[src/rtl/mips_rf_access_ctrl.sv]
// rtl/mips_rf_access_ctrl.sv - operand read/writeback controller for a MIPS register file
// Optional RF_ACC_STATS_EN adds the fwd_cnt forwarded-accept counter port.
module mips_rf_access_ctrl #(
    parameter int AWL  = 5,
    parameter int DWL  = 32,
    parameter int MODE = 0
) (
    input  logic           clk,
    input  logic           rst,
    input  logic           req_valid,
    output logic           req_ready,
    input  logic [AWL-1:0] req_ra1,
    input  logic [AWL-1:0] req_ra2,
    output logic           rsp_valid,
    input  logic           rsp_ready,
    output logic [DWL-1:0] rsp_rd1,
    output logic [DWL-1:0] rsp_rd2,
    input  logic           wb_valid,
    input  logic [AWL-1:0] wb_wa,
    input  logic [DWL-1:0] wb_wd,
    output logic           rf_wen,
    output logic [AWL-1:0] rf_wa,
    output logic [DWL-1:0] rf_wd,
    output logic [AWL-1:0] rf_ra1,
    output logic [AWL-1:0] rf_ra2,
    input  logic [DWL-1:0] rf_rd1,
    input  logic [DWL-1:0] rf_rd2
`ifdef RF_ACC_STATS_EN
    ,
    output logic [15:0]    fwd_cnt
`endif
);

    typedef enum logic [1:0] {IDLE, WAIT, RESP} state_t;

    localparam logic SYNC_RD = (MODE != 0);

    state_t         state, state_nxt;
    logic           accept;
    logic           load_now, load_wait;
    logic           fwd1, fwd2;
    logic [AWL-1:0] ra1_q, ra2_q;
    logic           fwd1_q, fwd2_q;
    logic           zero1_q, zero2_q;
    logic [DWL-1:0] fwd_d1_q, fwd_d2_q;
    logic [DWL-1:0] op1_now, op2_now;
    logic [DWL-1:0] op1_wait, op2_wait;

    assign req_ready = !rst && ((state == IDLE) || ((state == RESP) && rsp_ready));
    assign accept    = req_valid && req_ready;
    assign rsp_valid = (state == RESP);

    // $zero is architecturally read-only, so writes to it never reach the file
    assign rf_wen = !rst && wb_valid && (wb_wa != '0);
    assign rf_wa  = wb_wa;
    assign rf_wd  = wb_wd;

    assign rf_ra1 = accept ? req_ra1 : ra1_q;
    assign rf_ra2 = accept ? req_ra2 : ra2_q;

    assign fwd1 = wb_valid && (wb_wa == req_ra1) && (req_ra1 != '0);
    assign fwd2 = wb_valid && (wb_wa == req_ra2) && (req_ra2 != '0);

    assign op1_now = (req_ra1 == '0) ? '0 : (fwd1 ? wb_wd : rf_rd1);
    assign op2_now = (req_ra2 == '0) ? '0 : (fwd2 ? wb_wd : rf_rd2);

    // Synchronous-read files deliver data one cycle late; the write seen in
    // the accept cycle may be missing from it, hence the latched forward
    assign op1_wait = zero1_q ? '0 : (fwd1_q ? fwd_d1_q : rf_rd1);
    assign op2_wait = zero2_q ? '0 : (fwd2_q ? fwd_d2_q : rf_rd2);

    always_comb begin
        state_nxt = state;
        load_now  = 1'b0;
        load_wait = 1'b0;
        case (state)
            IDLE: ;
            WAIT: begin
                load_wait = 1'b1;
                state_nxt = RESP;
            end
            RESP: begin
                if (rsp_ready) state_nxt = IDLE;
            end
            default: state_nxt = IDLE;
        endcase
        if (accept) begin
            state_nxt = SYNC_RD ? WAIT : RESP;
            load_now  = !SYNC_RD;
        end
    end

    always_ff @(posedge clk or posedge rst) begin
        if (rst) begin
            state <= IDLE;
        end else begin
            state <= state_nxt;
        end
    end

    always_ff @(posedge clk or posedge rst) begin
        if (rst) begin
            ra1_q    <= '0;
            ra2_q    <= '0;
            fwd1_q   <= 1'b0;
            fwd2_q   <= 1'b0;
            zero1_q  <= 1'b0;
            zero2_q  <= 1'b0;
            fwd_d1_q <= '0;
            fwd_d2_q <= '0;
        end else if (accept) begin
            ra1_q    <= req_ra1;
            ra2_q    <= req_ra2;
            fwd1_q   <= fwd1;
            fwd2_q   <= fwd2;
            zero1_q  <= (req_ra1 == '0);
            zero2_q  <= (req_ra2 == '0);
            fwd_d1_q <= wb_wd;
            fwd_d2_q <= wb_wd;
        end
    end

    always_ff @(posedge clk or posedge rst) begin
        if (rst) begin
            rsp_rd1 <= '0;
            rsp_rd2 <= '0;
        end else if (load_now) begin
            rsp_rd1 <= op1_now;
            rsp_rd2 <= op2_now;
        end else if (load_wait) begin
            rsp_rd1 <= op1_wait;
            rsp_rd2 <= op2_wait;
        end
    end

`ifdef RF_ACC_STATS_EN
    always_ff @(posedge clk or posedge rst) begin
        if (rst) begin
            fwd_cnt <= '0;
        end else if (accept && (fwd1 || fwd2) && (fwd_cnt != 16'hFFFF)) begin
            fwd_cnt <= fwd_cnt + 16'd1;
        end
    end
`endif

endmodule

[config.mk]
export PLATFORM = sky130hd
export DESIGN_NAME = mips_rf_access_ctrl
export DESIGN_NICKNAME = d
export VERILOG_FILES = /design/src/rtl/mips_rf_access_ctrl.sv
export SDC_FILE = /design/constraint.sdc
export NUM_CORES = 1
export LEC_CHECK = 0
export CORE_ASPECT_RATIO = 0.7
export CORE_MARGIN = 10
export CORE_UTILIZATION = 40
export CTS_CLUSTER_SIZE = 16
export DETAILED_ROUTE_END_ITERATION = 7
export GPL_ROUTABILITY_DRIVEN = 0
export MAX_ROUTING_LAYER = met4
export PLACE_DENSITY = 0.92
export SLEW_MARGIN = 15
export SYNTH_ARGS = -nofsm -noshare
export SYNTH_HDL_FRONTEND = slang
export SYNTH_SLANG_ARGS = --single-unit
[constraint.sdc]
create_clock -name clk -period 5.4 [get_ports clk]
set_input_delay 0.81 -clock clk [delete_from_list [all_inputs] [get_ports clk]]
set_output_delay 0.81 -clock clk [all_outputs]
set_load 0.01 [all_outputs]
==> metrics.cfg <==
[outcome]
status = complete, no violations

[floorplan]
die-area_um2 = 16300
floorplan.die.width_um = 149
die_height_um = 110
top_level_ports = 230
rows = 32
floorplan.initialDensity_pct = 41.4
core_area_um2 = 11200

[grt]
grt_first_pass_wirelength_um = 28200
globalRouteTotalUtil_pct = 22.8
overflow_after_grt = 0
first_global_vias = 4772
globalRouteMet3Util_pct = 5.99
grt.met1_usage_pct = 27.5
met2_usage_pct = 36.2
initial_antenna_violation_count = 0
grt_max_degree = 78
global_route.peak_usage_layer = met2

[cts]
numClockSinks = 75
cts-buffers-inserted = 9
cts_buffer_depth = 2
clock_tree.root_cell = sky130_fd_sc_hd__clkbuf_16
path_clk_slew_ps = 50
tritoncts_clock_tree = yes
ctsHoldBuffers = 0
clock_insertion_delay_worst_skew_ps = 330
htreeDepth = 3
postCtsSetupBuffers = 0
ctsResizeCount = 0

[critical_path]
end_kind = output pin
timing.rr.end = rsp_rd1[30]$_DFFE_PP0N_
reg2reg_from = state[1]$_DFFE_PP0P_
critical_path_class = primary input to output pin
timing.critical_path.from_type = primary input
timing.reg2reg.setup_slack_ps = 2640
worstPathMaxFanout = 42
worst_ep_required_time_ps = 4590
ff2ff_path_depth = 4
crit_arrival_ps = 3020

[timing]
setup_total_negative_slack_ps = 0
grt_setup_unrepaired = false
finalSetupViolations = 0
whs_ps = 480
fin_crit_sh_pct = 71.0
final_max_slew_viol_count = 0
fmax_mhz = 261
fin_worst_skew_ps = 6.05
fin_crit_ps = 3830
max_slew.worst_pin.slew_ps = 1080
hold_violations = 0
slew_headroom_pct = 27.6

[worst_hold_path]
holdCritStartpoint = ra1_q[1]$_DFF_PP0_
holdPathStages = 2
whs_endpoint = ra1_q[1]$_DFF_PP0_
hold_path_class = register to register

[synth]
mappedNetlistNets = 561
syn_area_um2 = 4620
synth-seq-area-share_pct = 40.6
synth_top_area_share_pct = 40.6
synth.top_cells.by_area = sky130_fd_sc_hd__dfrtp_1 (41%), sky130_fd_sc_hd__o311ai_2 (20%), sky130_fd_sc_hd__o2111ai_1 (12%)
synth_area_leader_cell = sky130_fd_sc_hd__dfrtp_1
yosys_register_bits = 75
yosys.cell_types.count = 22
yosys_warnings = 0
synthCells = 445
avgSynthCellArea_um2 = 10.4

[drt]
avgViaCountPerCell = 5.97
detail_route.iter0.violations = 315
drt-wirelength-per-cell_um = 24.2
wirelength_um = 18600
residual_antenna_violating_net_count_after_detailed_routing = 0
first_pass_iters = 5
remaining_drc_errors = 0
dr_total_vias = 4587

[layout]
insertedDiodeCount = 0
final.fill_count = 859
nNetsFinal = 727
area_growth_syn_to_layout_pct = 50.9
layout-drive-gt1-share_pct = 14.3

[power]
vdd_drop_max_uv = 173
power_density_nw_per_um2 = 283
p_leak_nw = 2.72

[placed_design]
io_buffers = 229
place_hpwl_um = 13400

[flow_run]
max-cap-violations = 0

## area by class of cell
| class | count | area [um^2] | share of cell area [%] |
|---|---|---|---|
| timing repair buffer | 239 | 2370 | 33.9 |
| clock inverter | 2 | 35.0 | 0.502 |
| multi-input combinational | 253 | 2120 | 30.4 |
| inverter | 33 | 125 | 1.79 |
| clock buffer | 13 | 260 | 3.73 |
| tap | 153 | 191 | 2.74 |
| sequential | 75 | 1880 | 26.9 |
## logic make-up (layout without fill, tap and decap cells)
logic type      Yosys count  after routing  share of synthesized area [%]
simple gates            114            114                           9.88
buf+inv                 117            287                           13.8
flops                    75             75                           40.6
xor+xnor                 10             10                           1.89
compound gates          129            129                           33.9
## critical path, stage by stage
cell and delay, ps:
sky130_fd_sc_hd__clkdlybuf4s50_1 440, sky130_fd_sc_hd__nand2b_1 180, sky130_fd_sc_hd__and3_2 740, sky130_fd_sc_hd__nand2_1 150, sky130_fd_sc_hd__nand2_1 140, sky130_fd_sc_hd__clkdlybuf4s50_1 550
## flip-flops by register name, indices dropped and copies added (netlist names)
signal / count
state: 1
ra2_q: 5
ra1_q: 5
rsp_rd2: 32
rsp_rd1: 32
## layout by cell type, fill, tap and decap left out
cell,instances
sky130_fd_sc_hd__clkdlybuf4s50_1,229
sky130_fd_sc_hd__nand2_1,99
sky130_fd_sc_hd__dfrtp_1,75
sky130_fd_sc_hd__o2111ai_1,64
sky130_fd_sc_hd__o311ai_2,58
sky130_fd_sc_hd__inv_1,32
sky130_fd_sc_hd__xnor2_1,10
sky130_fd_sc_hd__buf_4,10
sky130_fd_sc_hd__clkbuf_16,9
sky130_fd_sc_hd__o311ai_1,6
sky130_fd_sc_hd__nor2_1,2
sky130_fd_sc_hd__nor3_1,2
sky130_fd_sc_hd__clkinv_2,2
sky130_fd_sc_hd__nand2_2,2
sky130_fd_sc_hd__nand4_1,2
sky130_fd_sc_hd__or2_4,2
sky130_fd_sc_hd__clkbuf_8,2
sky130_fd_sc_hd__clkbuf_1,2
sky130_fd_sc_hd__nand2b_1,1
sky130_fd_sc_hd__and3_2,1
sky130_fd_sc_hd__nand3_2,1
sky130_fd_sc_hd__and2_1,1
sky130_fd_sc_hd__or3_1,1
sky130_fd_sc_hd__o311a_1,1
sky130_fd_sc_hd__bufinv_16,1
## worst max path at each step
stage / from / end / slack, ps / depth (start not counted)
2_1_floorplan: rst / rf_ra1[0] / 1030 / 6
3_3_place_gp: rst / rf_wen / 1670 / 5
3_5_place_dp: rsp_ready / rf_ra1[0] / 1540 / 6
4_1_cts: rsp_ready / rf_ra1[0] / 1550 / 6
5_1_grt: rst / rf_wen / 1450 / 5
6_report: rsp_ready / rf_ra2[0] / 1570 / 6
## stage by stage
stage | util, % | setup WS, ps | instances | area (um^2) | total power, W
2_1_floorplan | - | 1030 | 445 | 4620 | 0.00101
3_3_place_gp | 59.8 | 1670 | 753 | 6680 | 0.00136
3_5_place_dp | 59.8 | 1540 | 753 | 6680 | 0.00139
4_1_cts | 62.5 | 1550 | 768 | 6980 | 0.00199
5_1_grt | 62.5 | 1450 | 768 | 6980 | 0.00206
6_report | 62.5 | 1570 | 768 | 6980 | 0.00198
## Yosys cell counts
| library cell | number |
|---|---|
| sky130_fd_sc_hd__nor2_1 | 2 |
| sky130_fd_sc_hd__buf_6 | 6 |
| sky130_fd_sc_hd__and2_1 | 1 |
| sky130_fd_sc_hd__clkbuf_1 | 29 |
| sky130_fd_sc_hd__buf_1 | 3 |
| sky130_fd_sc_hd__nand3_1 | 1 |
| sky130_fd_sc_hd__nand2_1 | 101 |
| sky130_fd_sc_hd__or2_4 | 2 |
| sky130_fd_sc_hd__o311ai_1 | 6 |
| sky130_fd_sc_hd__o311ai_2 | 58 |
| sky130_fd_sc_hd__and3_1 | 1 |
| sky130_fd_sc_hd__dfrtp_1 | 75 |
| sky130_fd_sc_hd__buf_2 | 8 |
| sky130_fd_sc_hd__nand2b_1 | 1 |
| sky130_fd_sc_hd__or3_1 | 1 |
| sky130_fd_sc_hd__nor3_1 | 2 |
| sky130_fd_sc_hd__buf_4 | 38 |
| sky130_fd_sc_hd__inv_1 | 33 |
| sky130_fd_sc_hd__o2111ai_1 | 64 |
| sky130_fd_sc_hd__nand4_1 | 2 |
| sky130_fd_sc_hd__xnor2_1 | 10 |
| sky130_fd_sc_hd__o311a_1 | 1 |
## power breakdown
group | internal, W | switching (W) | leakage, nW
registers | 0.000657 | 0.0000543 | 0.932
clock network | 0.000380 | 0.000221 | 0.146
logic | 0.000359 | 0.000307 | 1.64
total | 0.00140 | 0.000582 | 2.72
## per-layer routing
| layer | share of wire (%) | wire (um) |
|---|---|---|
| met2 | 48 | 8860 |
| met1 | 41 | 7580 |
| met5 | 0 | 0 |
| met3 | 8.7 | 1620 |
| met4 | 2.9 | 530 |
No activity file was read; power rests on OpenSTA's default activity.
